===== src/rtl/addsub_nibble_seq_if.sv =====
// Operand/result handshake bundle between the ALU operand registers and the nibble-serial add/sub controller.
interface addsub_nibble_seq_if #(
  parameter int WIDTH = 16
);
  logic             start;
  logic             op;
  logic [WIDTH-1:0] a;
  logic [WIDTH-1:0] b;
  logic             busy;
  logic             done;
  logic [WIDTH-1:0] result;
  logic             c_out;
  logic             ovf;

  modport master (
    output start, op, a, b,
    input  busy, done, result, c_out, ovf
  );

  modport slave (
    input  start, op, a, b,
    output busy, done, result, c_out, ovf
  );
endinterface


===== src/rtl/addsub_nibble_seq.sv =====
// Nibble-serial signed add/subtract controller: drives one shared 4-bit add/sub block, LSB nibble first,
// chaining the carry register between nibbles.
//
//   state   | meaning
//   IDLE    | waiting for start; result/c_out/ovf hold the last operation
//   RUN     | one nibble per cycle, r_idx = 0..NIB-1
//   DONE    | one-cycle done pulse, outputs valid
module addsub_nibble_seq #(
  parameter int WIDTH = 16
) (
  input  logic                i_clk,
  input  logic                i_rst_n,
  addsub_nibble_seq_if.slave  bus,
  output logic                o_as_op,
  output logic [3:0]          o_as_a,
  output logic [3:0]          o_as_b,
  output logic                o_as_cin,
  input  logic [3:0]          i_as_sum,
  input  logic                i_as_cout
);

  localparam int NIB  = WIDTH / 4;
  localparam int IDXW = $clog2(NIB);
  localparam logic [IDXW-1:0] LAST_IDX = IDXW'(NIB - 1);

  typedef enum logic [1:0] {
    ST_IDLE = 2'd0,
    ST_RUN  = 2'd1,
    ST_DONE = 2'd2
  } state_t;

  state_t           r_state;
  state_t           w_state_nxt;
  logic [IDXW-1:0]  r_idx;
  logic             r_carry;
  logic [WIDTH-1:0] r_a;
  logic [WIDTH-1:0] r_b;
  logic             r_op;
  logic [WIDTH-1:0] r_result;
  logic             r_c_out;
  logic             r_ovf;

  logic             w_run;
  logic             w_last;
  logic             w_accept;
  logic [3:0]       w_nib_a;
  logic [3:0]       w_nib_b;
  logic             w_beff_msb;

  assign w_run      = (r_state == ST_RUN);
  assign w_last     = w_run && (r_idx == LAST_IDX);
  assign w_accept   = (r_state == ST_IDLE) && bus.start;
  assign w_beff_msb = r_op ? ~r_b[WIDTH-1] : r_b[WIDTH-1];

  always_ff @(posedge i_clk) begin
    if (!i_rst_n) begin
      r_state <= ST_IDLE;
    end else begin
      r_state <= w_state_nxt;
    end
  end

  always_comb begin
    w_state_nxt = r_state;
    case (r_state)
      ST_IDLE: if (bus.start) w_state_nxt = ST_RUN;
      ST_RUN:  if (w_last)    w_state_nxt = ST_DONE;
      ST_DONE:                w_state_nxt = ST_IDLE;
      default:                w_state_nxt = ST_IDLE;
    endcase
  end

  // Nibble select from the captured operands; a loop keeps the index decode free of variable part-selects.
  always_comb begin
    w_nib_a = 4'h0;
    w_nib_b = 4'h0;
    for (int n = 0; n < NIB; n++) begin
      if (r_idx == n[IDXW-1:0]) begin
        w_nib_a = r_a[4*n +: 4];
        w_nib_b = r_b[4*n +: 4];
      end
    end
  end

  assign o_as_op  = w_run & r_op;
  assign o_as_a   = w_run ? w_nib_a : 4'h0;
  assign o_as_b   = w_run ? w_nib_b : 4'h0;
  assign o_as_cin = w_run & r_carry;

  always_ff @(posedge i_clk) begin
    if (!i_rst_n) begin
      r_idx    <= '0;
      r_carry  <= 1'b0;
      r_a      <= '0;
      r_b      <= '0;
      r_op     <= 1'b0;
      r_result <= '0;
      r_c_out  <= 1'b0;
      r_ovf    <= 1'b0;
    end else if (w_accept) begin
      r_a     <= bus.a;
      r_b     <= bus.b;
      r_op    <= bus.op;
      r_idx   <= '0;
      r_carry <= bus.op;
    end else if (w_run) begin
      for (int n = 0; n < NIB; n++) begin
        if (r_idx == n[IDXW-1:0]) begin
          r_result[4*n +: 4] <= i_as_sum;
        end
      end
      r_carry <= i_as_cout;
      if (w_last) begin
        r_c_out <= i_as_cout;
        // Signed overflow: operands agree in sign but the MSB nibble's sum bit disagrees.
        r_ovf   <= (r_a[WIDTH-1] == w_beff_msb) && (i_as_sum[3] != r_a[WIDTH-1]);
      end else begin
        r_idx <= r_idx + 1'b1;
      end
    end
  end

  assign bus.busy   = (r_state != ST_IDLE);
  assign bus.done   = (r_state == ST_DONE);
  assign bus.result = r_result;
  assign bus.c_out  = r_c_out;
  assign bus.ovf    = r_ovf;

endmodule

===== src/flat_wrapper.sv =====
// flat-port wrapper written by rule: the top's interface ports become plain ports
module addsub_nibble_seq_flat 
#(
  parameter int WIDTH = 16
)
  (i_clk, i_rst_n, o_as_op, o_as_a, o_as_b, o_as_cin, i_as_sum, i_as_cout, bus_start, bus_op, bus_a, bus_b, bus_busy, bus_done, bus_result, bus_c_out, bus_ovf);
  addsub_nibble_seq_if #(.WIDTH(WIDTH)) bus_i ();
  input  logic i_clk;
  input  logic i_rst_n;
  output logic o_as_op;
  output logic [3:0] o_as_a;
  output logic [3:0] o_as_b;
  output logic o_as_cin;
  input  logic [3:0] i_as_sum;
  input  logic i_as_cout;
  input wire logic [$bits(bus_i.start)-1:0] bus_start;
  input wire logic [$bits(bus_i.op)-1:0] bus_op;
  input wire logic [$bits(bus_i.a)-1:0] bus_a;
  input wire logic [$bits(bus_i.b)-1:0] bus_b;
  output wire logic [$bits(bus_i.busy)-1:0] bus_busy;
  output wire logic [$bits(bus_i.done)-1:0] bus_done;
  output wire logic [$bits(bus_i.result)-1:0] bus_result;
  output wire logic [$bits(bus_i.c_out)-1:0] bus_c_out;
  output wire logic [$bits(bus_i.ovf)-1:0] bus_ovf;
  assign bus_i.start = bus_start;
  assign bus_i.op = bus_op;
  assign bus_i.a = bus_a;
  assign bus_i.b = bus_b;
  assign bus_busy = bus_i.busy;
  assign bus_done = bus_i.done;
  assign bus_result = bus_i.result;
  assign bus_c_out = bus_i.c_out;
  assign bus_ovf = bus_i.ovf;
  addsub_nibble_seq #(.WIDTH(WIDTH)) u_core (.i_clk(i_clk), .i_rst_n(i_rst_n), .bus(bus_i), .o_as_op(o_as_op), .o_as_a(o_as_a), .o_as_b(o_as_b), .o_as_cin(o_as_cin), .i_as_sum(i_as_sum), .i_as_cout(i_as_cout));
endmodule

===== config.mk =====
export PLATFORM = sky130hd
export DESIGN_NAME = addsub_nibble_seq_flat
export DESIGN_NICKNAME = d
export VERILOG_FILES = /design/src/rtl/addsub_nibble_seq_if.sv /design/src/rtl/addsub_nibble_seq.sv /design/src/flat_wrapper.sv
export SDC_FILE = /design/constraint.sdc
export NUM_CORES = 1
export LEC_CHECK = 0
export CAP_MARGIN = 20
export CELL_PAD_IN_SITES_DETAIL_PLACEMENT = 1
export CELL_PAD_IN_SITES_GLOBAL_PLACEMENT = 2
export CORE_UTILIZATION = 26
export DETAILED_ROUTE_END_ITERATION = 7
export PLACE_DENSITY = 0.81
export SLEW_MARGIN = 5
export SYNTH_ARGS = -nofsm -noshare
export SYNTH_HDL_FRONTEND = slang
export SYNTH_SLANG_ARGS = --single-unit

===== constraint.sdc =====
create_clock -name i_clk -period 2 [get_ports i_clk]
set_input_delay 0.4 -clock i_clk [delete_from_list [all_inputs] [get_ports i_clk]]
set_output_delay 0.4 -clock i_clk [all_outputs]
set_load 0.1 [all_outputs]

======== Word level (Yosys, flattened, before mapping) ========
Index checks and enable logic that the tools add are counted.
word-level totals
  bits in registers ....................... 56
  bits in latches ......................... 0
  bits in writable memories ............... 0
  bits in read-only memories .............. 0
  bits of input ports ..................... 41
  output and inout port bits .............. 30
  word-level logic and storage cells ...... 59
  memories ................................ 0
cells by class
  $add $sub $neg .......................... 1
  multipliers ............................. 0
  div/mod/pow operators ................... 0
  magnitude comparators ................... 0
  equal/unequal tests ..................... 9
  shift-type cells ........................ 0
  mux-type cells .......................... 16
  bitwise operators ....................... 6
  reductions and logical operators ........ 15
operator list
  operator             count
  $mux 4               10
  $reduce_and 3->1     5
  $eq 2x2->1 const B   3
  $eq 2x1->1 const B   2
  $logic_not 2->1      2
  $mux 2               2
  $ne 2x2->1 const B   2
  $not 1->1            4
  $pmux 2 s2           1
  $reduce_and 2->1     2
  $reduce_bool 2->1    2
  $logic_and 1x1->1    3
  $mux 1               3
  $add 2x1->2 const B  1
  $and 1x1->1          2
  $reduce_or 2->1      1
  $eq 1x1->1           1
  $ne 1x1->1           1

======== Longest topological paths before layout ========
Gate-level depths: netlist of the first run.
  depth in word-level cells ............... 6
  depth in mapped cells ................... 6
  mapped depth without buffers ............ 5

======== Least setup slack after synthesis of the first run ========
Ideal clock, no wire load.
  kind .................................... reg-to-output
  from .................................... register u_core.r_idx[1]
  to ...................................... output port o_as_a[0]
  arrival ................................. 2.642 ns
  required time ........................... 1.600 ns
  slack ................................... -1.042 ns
  cell stages (with the launch flop) ...... 7
  path buffers ............................ 1
  cells stage by stage .................... dfxtp_1 > inv_1 > ha_1 > clkbuf_1 > nand3b_1 > a221o_1 > a21oi_1
between the ends
  cells in the longest elaborated chain, start to end .. 6
  elaborated cells on any way between the ends .. 9
  classes of those cells .................. eq/ne: 3; mux: 5; reduce/logical: 1
ends and longest elaborated chain
  element                 line                      source
  start, declared         addsub_nibble_seq.sv:34   logic [IDXW-1:0] r_idx;
  start signal, assigned  addsub_nibble_seq.sv:118  r_idx <= r_idx + 1'b1;
  $logic_not 2->1         addsub_nibble_seq.sv:78   if (r_idx == n[IDXW-1:0]) begin
  $mux 4 (3 in a row)     addsub_nibble_seq.sv:78
  $mux 4 (*)              addsub_nibble_seq.sv:78
  $mux 4 (*)              addsub_nibble_seq.sv:86   assign o_as_a = w_run ? w_nib_a : 4'h0;
  end, declared           flat_wrapper.sv:11        output logic [3:0] o_as_a;
Mark *: on every way between the ends. The rest lies on a longest branch, timed or not.

======== Final worst setup path of the first run ========
  from .................................... register u_core.r_idx[0]
  to ...................................... output port o_as_b[1]
between the ends
  cells in the longest elaborated chain, start to end .. 6
  elaborated cells on any way between the ends .. 9
  classes of those cells .................. eq/ne: 3; mux: 5; reduce/logical: 1
ends and longest elaborated chain
  element              line                     source
  $logic_not 2->1      addsub_nibble_seq.sv:78
  $mux 4 (3 in a row)  addsub_nibble_seq.sv:78
  $mux 4 (*)           addsub_nibble_seq.sv:78
  $mux 4 (*)           addsub_nibble_seq.sv:87  assign o_as_b = w_run ? w_nib_b : 4'h0;
  end, declared        flat_wrapper.sv:12       output logic [3:0] o_as_b;
Marked as above.

==> results of run 1 <==
==> tightest hold or removal path, delay by kind of cell (launching register included) <==
kind,cells,cell delay (ps)
AOI/OAI and AO/OA,1,50
DFF,1,330
and+or+nand+nor,1,50
==> path summary, 6_finish.rpt <==
check             slack (ps)  depth (start not counted)             from               endpoint
setup reg to reg         480                          6  u_core.r_idx[0]  u_core.bus.result[15]
setup / recovery        -330                          7  u_core.r_idx[0]              o_as_b[1]
hold / removal           460                          2    u_core.r_b[9]          u_core.r_b[9]
hold reg to reg          460                          2    u_core.r_b[9]          u_core.r_b[9]
==> state kept, by name, indices dropped and copies added, names as in the netlist <==
| register | flops |
|---|---|
| u_core.bus.result | 16 |
| u_core.r_a | 16 |
| u_core.r_b | 16 |
| u_core.r_idx | 2 |
| u_core.r_state | 2 |
| u_core.bus.c_out | 1 |
| u_core.bus.ovf | 1 |
| u_core.r_carry | 1 |
| u_core.r_op | 1 |
==> cell families (layout without fill, tap and decap cells) <==
| group | count (synthesis) | after routing | synth area share, % |
|---|---|---|---|
| AO/OA/AOI/OAI | 75 | 75 | 17.0 |
| flip-flops | 56 | 56 | 45.4 |
| buffers and inverters | 36 | 112 | 7.71 |
| AND/OR/NAND/NOR | 135 | 135 | 25.1 |
| adder cells (fa/ha/maj) | 4 | 4 | 2.03 |
| multiplexers | 5 | 5 | 2.03 |
| XOR/XNOR | 2 | 2 | 0.710 |
==> power breakdown <==
group / internal [mW] / switching, mW / leakage [nW] / total [mW]
clock network: 0.258 / 0.410 / 0.0463 / 0.668
registers: 1.17 / 0.0337 / 0.459 / 1.20
logic: 0.231 / 0.310 / 0.864 / 0.541
total: 1.66 / 0.753 / 1.37 / 2.41
==> through the flow <==
step	area, um2	setup TNS [ps]
after floorplan	2610	-920
after global placement	3540	-82.3
after detailed placement	3540	-158
after CTS	3670	-2680
after global routing	3680	-3060
final	3680	-2480
==> cells in the mapped netlist <==
cell       n
a311oi_1   1
xor2_1     1
nand2_1   90
nor2_1     8
or3b_1     1
buf_2     11
nand3_1   14
a21oi_1   64
nor3b_2    1
or2_2      1
a221o_1    8
mux2i_1    5
xnor2_1    1
ha_1       4
a31oi_1    1
buf_4      3
and2_1     2
inv_2      1
dfxtp_1   56
nor2b_1    4
o21ai_0    1
nand3b_1  12
buf_6      4
clkbuf_1   7
nand2b_1   1
inv_1     10
nor3b_4    1
==> routing by layer <==
| layer | routed length (um) | track usage, % | vias to the layer above |
|---|---|---|---|
| met5 | 0 | 0 | - |
| li1 | - | - | 1189 |
| met3 | 173 | 2.25 | 7 |
| met2 | 3840 | 29.8 | 40 |
| met1 | 3280 | 17.5 | 1142 |
| met4 | 92 | 4.19 | 0 |
==> final cells by class <==
class	instances	area (um2)
multi-input combinational	221	1290
clock inverter	3	27.5
fill	1101	5510
inverter	11	41.3
clock buffer	5	68.8
tap	111	139
sequential	56	1130
timing repair buffer	93	991
==> timing repair <==
item                       in CTS  in global routing
cloned                          1                  0
setup buffers                   1                  0
setup endpoints to repair       8                 10
hold endpoints to repair        0                  0
gates resized for setup         6                  2
pin swaps                       7                  5
==> flow_summary.ini, run 1 <==
[outcome]
status = complete, but fails checks
violations = design-rule violations, negative setup slack

[floorplanning]
rows = 35
num_io_pins = 71
die-width_um = 99.4
die_h_um = 99.4
die-area_um2 = 9880
initial_core_util_pct = 26.8
core-area_um2 = 9200

[synthesis]
seq_area_frac_synth_pct = 45.4
yosys_warnings = 0
synth.avg_cell_area_um2 = 7.88
syn_nets = 358
syn_inst = 313
synth_top_cell_by_area = dfxtp_1
synth-seq-cells = 56
synth_cell_types = 27
synth_top_area_share_pct = 45.4
netlist_area_um2 = 2470
ys_top_cells_by_area = dfxtp_1 (45%), nand2_1 (14%), a21oi_1 (13%), nand3b_1 (3.7%), a221o_1 (3.2%)

[route]
ant_nets = 0
avgRoutedWirePerCell_um = 14.8
via_per_inst = 4.76
drcViolationCount = 2
dr_total_vias = 2378
drtPass1Iterations = 7
routed_wirelength_um = 7390
drt_iter0_markers = 68

[clock_network]
clkTransAtPathRegs_ps = 110
cts_buffer_depth = 2
insertion_delay_ps = 320
cts_sinks = 56
cts-htree-levels = 2
clockRootBuffer = clkbuf_8
hold_buffers = 0
numCtsBuffers = 5
cts_tree = done

[grt]
grt_pass1_vias = 2530
grt_max_degree = 29
grt_usage_pct = 15.4
grt_overflow = 0
grt_pass1_wl_um = 12000
antenna_found_initial = 0

[place]
pre_cts_slack_ps = -75.0
place_congestion = 0.754
place_inst = 490
io_buffer_count = 70
hpwl_um = 5550

[finish]
final_common_cell = nand2_1
finalNetCount = 433
utilization_pct = 40.1
final_cell_mix = nand2_1 (90), a21oi_1 (56), dfxtp_1 (54)
finalNonFillerCells = 500
area_growth_pct = 49.3
antenna_cells = 0
drive_gt1_share_pct = 21.6

[sta]
timing.hold.ws_ps = 464
fin_ws_ps = -330
fin_crit_sh_pct = 116
fin_worst_skew_ps = 10.9
min_period_ps = 2330
maxSlewHeadroom_pct = 79.7
setup_violations = 8
worst_pin_slew_ps = 304
fmax_ghz = 0.429
rsz0062_at_grt = yes
slew_violations = 0
hold_viol_final = 0

[worst_setup_path]
cp_max_fo = 10
path_cells = buf_12 -> ha_4 -> buf_6 -> a21oi_1 -> a221o_1 -> a21oi_4 -> buf_12
critPathArrivalTime_ps = 1930
crit_family = compound AO/OA/AOI/OAI gates
critical_path_required_ps = 1600
slowest_stage = dfxtp_4
crit_top_cell = buf_12
path_class = reg -> out
end_kind = output port
crit_path_max_incr_delay_ps = 380
setup.worst_path.start_class = flop
timing.critical_path.buf_inv = 3

[hold_path]
worstHoldPathType = reg -> reg

[power_and_ir_drop]
p_leak_nw = 1.37
p_total_mw = 2.41
power_density_nw_per_um2 = 654
vdd_drop_max_uv = 285

[flow_run]
maxCapViolations = 0
No activity file was read; power rests on OpenSTA's default activity.
==> inputs of run 2 (changes only) <==
Settings changed: CORE_UTILIZATION 26 to 24, PLACE_DENSITY 0.81 to 0.79.
Clock period 2 ns to 2.1 ns, I/O delays scaled along.
==> flow_summary.ini, run 2 (synthesis results as in run 1) <==
[route]
drtPass1Iterations = 4
via_per_inst = 4.51
drt_iter0_markers = 57
ant_nets = 0
route.met3.wl_um = 227
met2_length_um = 3720
avgRoutedWirePerCell_um = 14.2
dr_total_vias = 2321
drcViolationCount = 0
routed_wirelength_um = 7290
highest_layer = met4
wirelength_met1_um = 3250

[clock_network]
insertion_delay_ps = 320
numCtsBuffers = 5
cts_tree = done
cts-htree-levels = 2
cts_sinks = 56
clkTransAtPathRegs_ps = 110
cts_buffer_depth = 2
cts_setup_buffers = 0
clockRootBuffer = clkbuf_8

[finish]
final_cell_mix = nand2_1 (90), a21oi_1 (56), dfxtp_1 (53)
area_growth_pct = 48.8
final_common_cell = nand2_1
drive_gt1_share_pct = 19.4
antenna_cells = 0
finalNetCount = 426

[grt]
grt_pass1_vias = 2424
grt_max_degree = 55
grt_pass1_wl_um = 11900
antenna_found_initial = 0
grt_usage_pct = 14.5
grt_overflow = 0

[sta]
fin_ws_ps = -286
timing.hold.ws_ps = 463
min_period_ps = 2390
setup_violations = 8
hold_viol_final = 0
setup_tns_ps = -2180
fmax_ghz = 0.419
fin_crit_sh_pct = 114
maxSlewHeadroom_pct = 74.9
fin_worst_skew_ps = 15.1
rsz0062_at_grt = yes
slew_violations = 0
worst_pin_slew_ps = 375

[outcome]
status = complete, but fails checks
violations = negative setup slack

[hold_path]
hold-path-endpoint = u_core.bus.result[2]
holdPathStages = 2
min-delay-start = u_core.bus.result[2]
worstHoldPathType = reg -> reg

[floorplanning]
die_h_um = 103
rows = 36
core-area_um2 = 9860
num_io_pins = 71
initial_core_util_pct = 25.0
die-width_um = 103
die-area_um2 = 10700

[power_and_ir_drop]
p_total_mw = 2.40
p_leak_nw = 1.34
vdd_drop_max_uv = 296
power_density_nw_per_um2 = 655

[worst_setup_path]
timing.rr.end = u_core.bus.result[15]
cp_max_fo = 20
path_cells = buf_6 -> inv_4 -> ha_4 -> a21oi_1 -> a221o_1 -> a21oi_4 -> buf_12
setup.worst_path.start_class = flop
crit_path_max_incr_delay_ps = 370
end_kind = output port
timing.critical_path.buf_inv = 3
reg2reg_from = u_core.r_idx[0]
critPathArrivalTime_ps = 1970
path_class = reg -> out
slowest_stage = a221o_1
critical_path_required_ps = 1680
worst_r2r_path_depth = 6
r2r_setup_slack_ps = 580
crit_family = compound AO/OA/AOI/OAI gates

[flow_run]
maxCapViolations = 0

[place]
hpwl_um = 5460
pre_cts_slack_ps = -54.6
io_buffer_count = 70
place_congestion = 0.762
-- run 2: changes by cell type in the layout (fill, tap and decap cells not counted), moves of 2 or more --
cell	previous run	this run
and2_2	2	0
buf_4	35	30
and2_1	0	2
inv_2	3	1
-- run 2: timing repair --
item                                    CTS  global route
pin swaps                                 0             1
endpoints found under the setup margin    8            10
hold buffers                              0             0
resized for setup                         4             1
-- run 2: cell type report --
class	count	area, um2
fill	1176	6190
multi-input combinational	221	1280
sequential	56	1130
timing repair buffer	86	937
tap	133	166
clock buffer	6	82.6
inverter	11	43.8
clock inverter	2	38.8
-- run 2: how the worst max path moves through the flow --
| stage | from | depth (start not counted) | slack, ps | end |
|---|---|---|---|---|
| finish | u_core.r_idx[1] | 7 | -290 | o_as_a[3] |
| detailed placement | u_core.r_idx[0] | 6 | -50 | o_as_a[3] |
| floorplan | u_core.r_idx[1] | 6 | -60 | o_as_a[1] |
| global route | u_core.r_idx[1] | 7 | -360 | o_as_b[0] |
| CTS | u_core.r_idx[1] | 7 | -310 | o_as_a[1] |
| global placement | u_core.r_idx[0] | 6 | -50 | o_as_a[3] |
-- run 2: tightest hold or removal path: stages (launching register included) --
cell and delay (ps):
dfxtp_1 330, nand2_1 50, a21oi_1 50
-- run 2: through the flow --
step | std cells | util [%] | area (um2)
floorplan | 313 | - | 2610
global placement | 507 | 35.8 | 3530
detailed placement | 507 | 35.8 | 3530
CTS | 515 | 37.2 | 3670
global route | 515 | 37.2 | 3670
finish | 515 | 37.2 | 3670
-- run 2: layer usage --
layer,vias to the layer above,global-route usage (%)
met5,-,0
met4,0,3.58
met3,8,2.55
met2,39,26.5
met1,1100,17.5
li1,1174,-
-- run 2: power breakdown --
part / internal [mW] / switching, mW / total (mW)
sequential: 1.11 / 0.0324 / 1.14
clock: 0.391 / 0.364 / 0.755
combinational: 0.213 / 0.292 / 0.505
total: 1.72 / 0.688 / 2.40
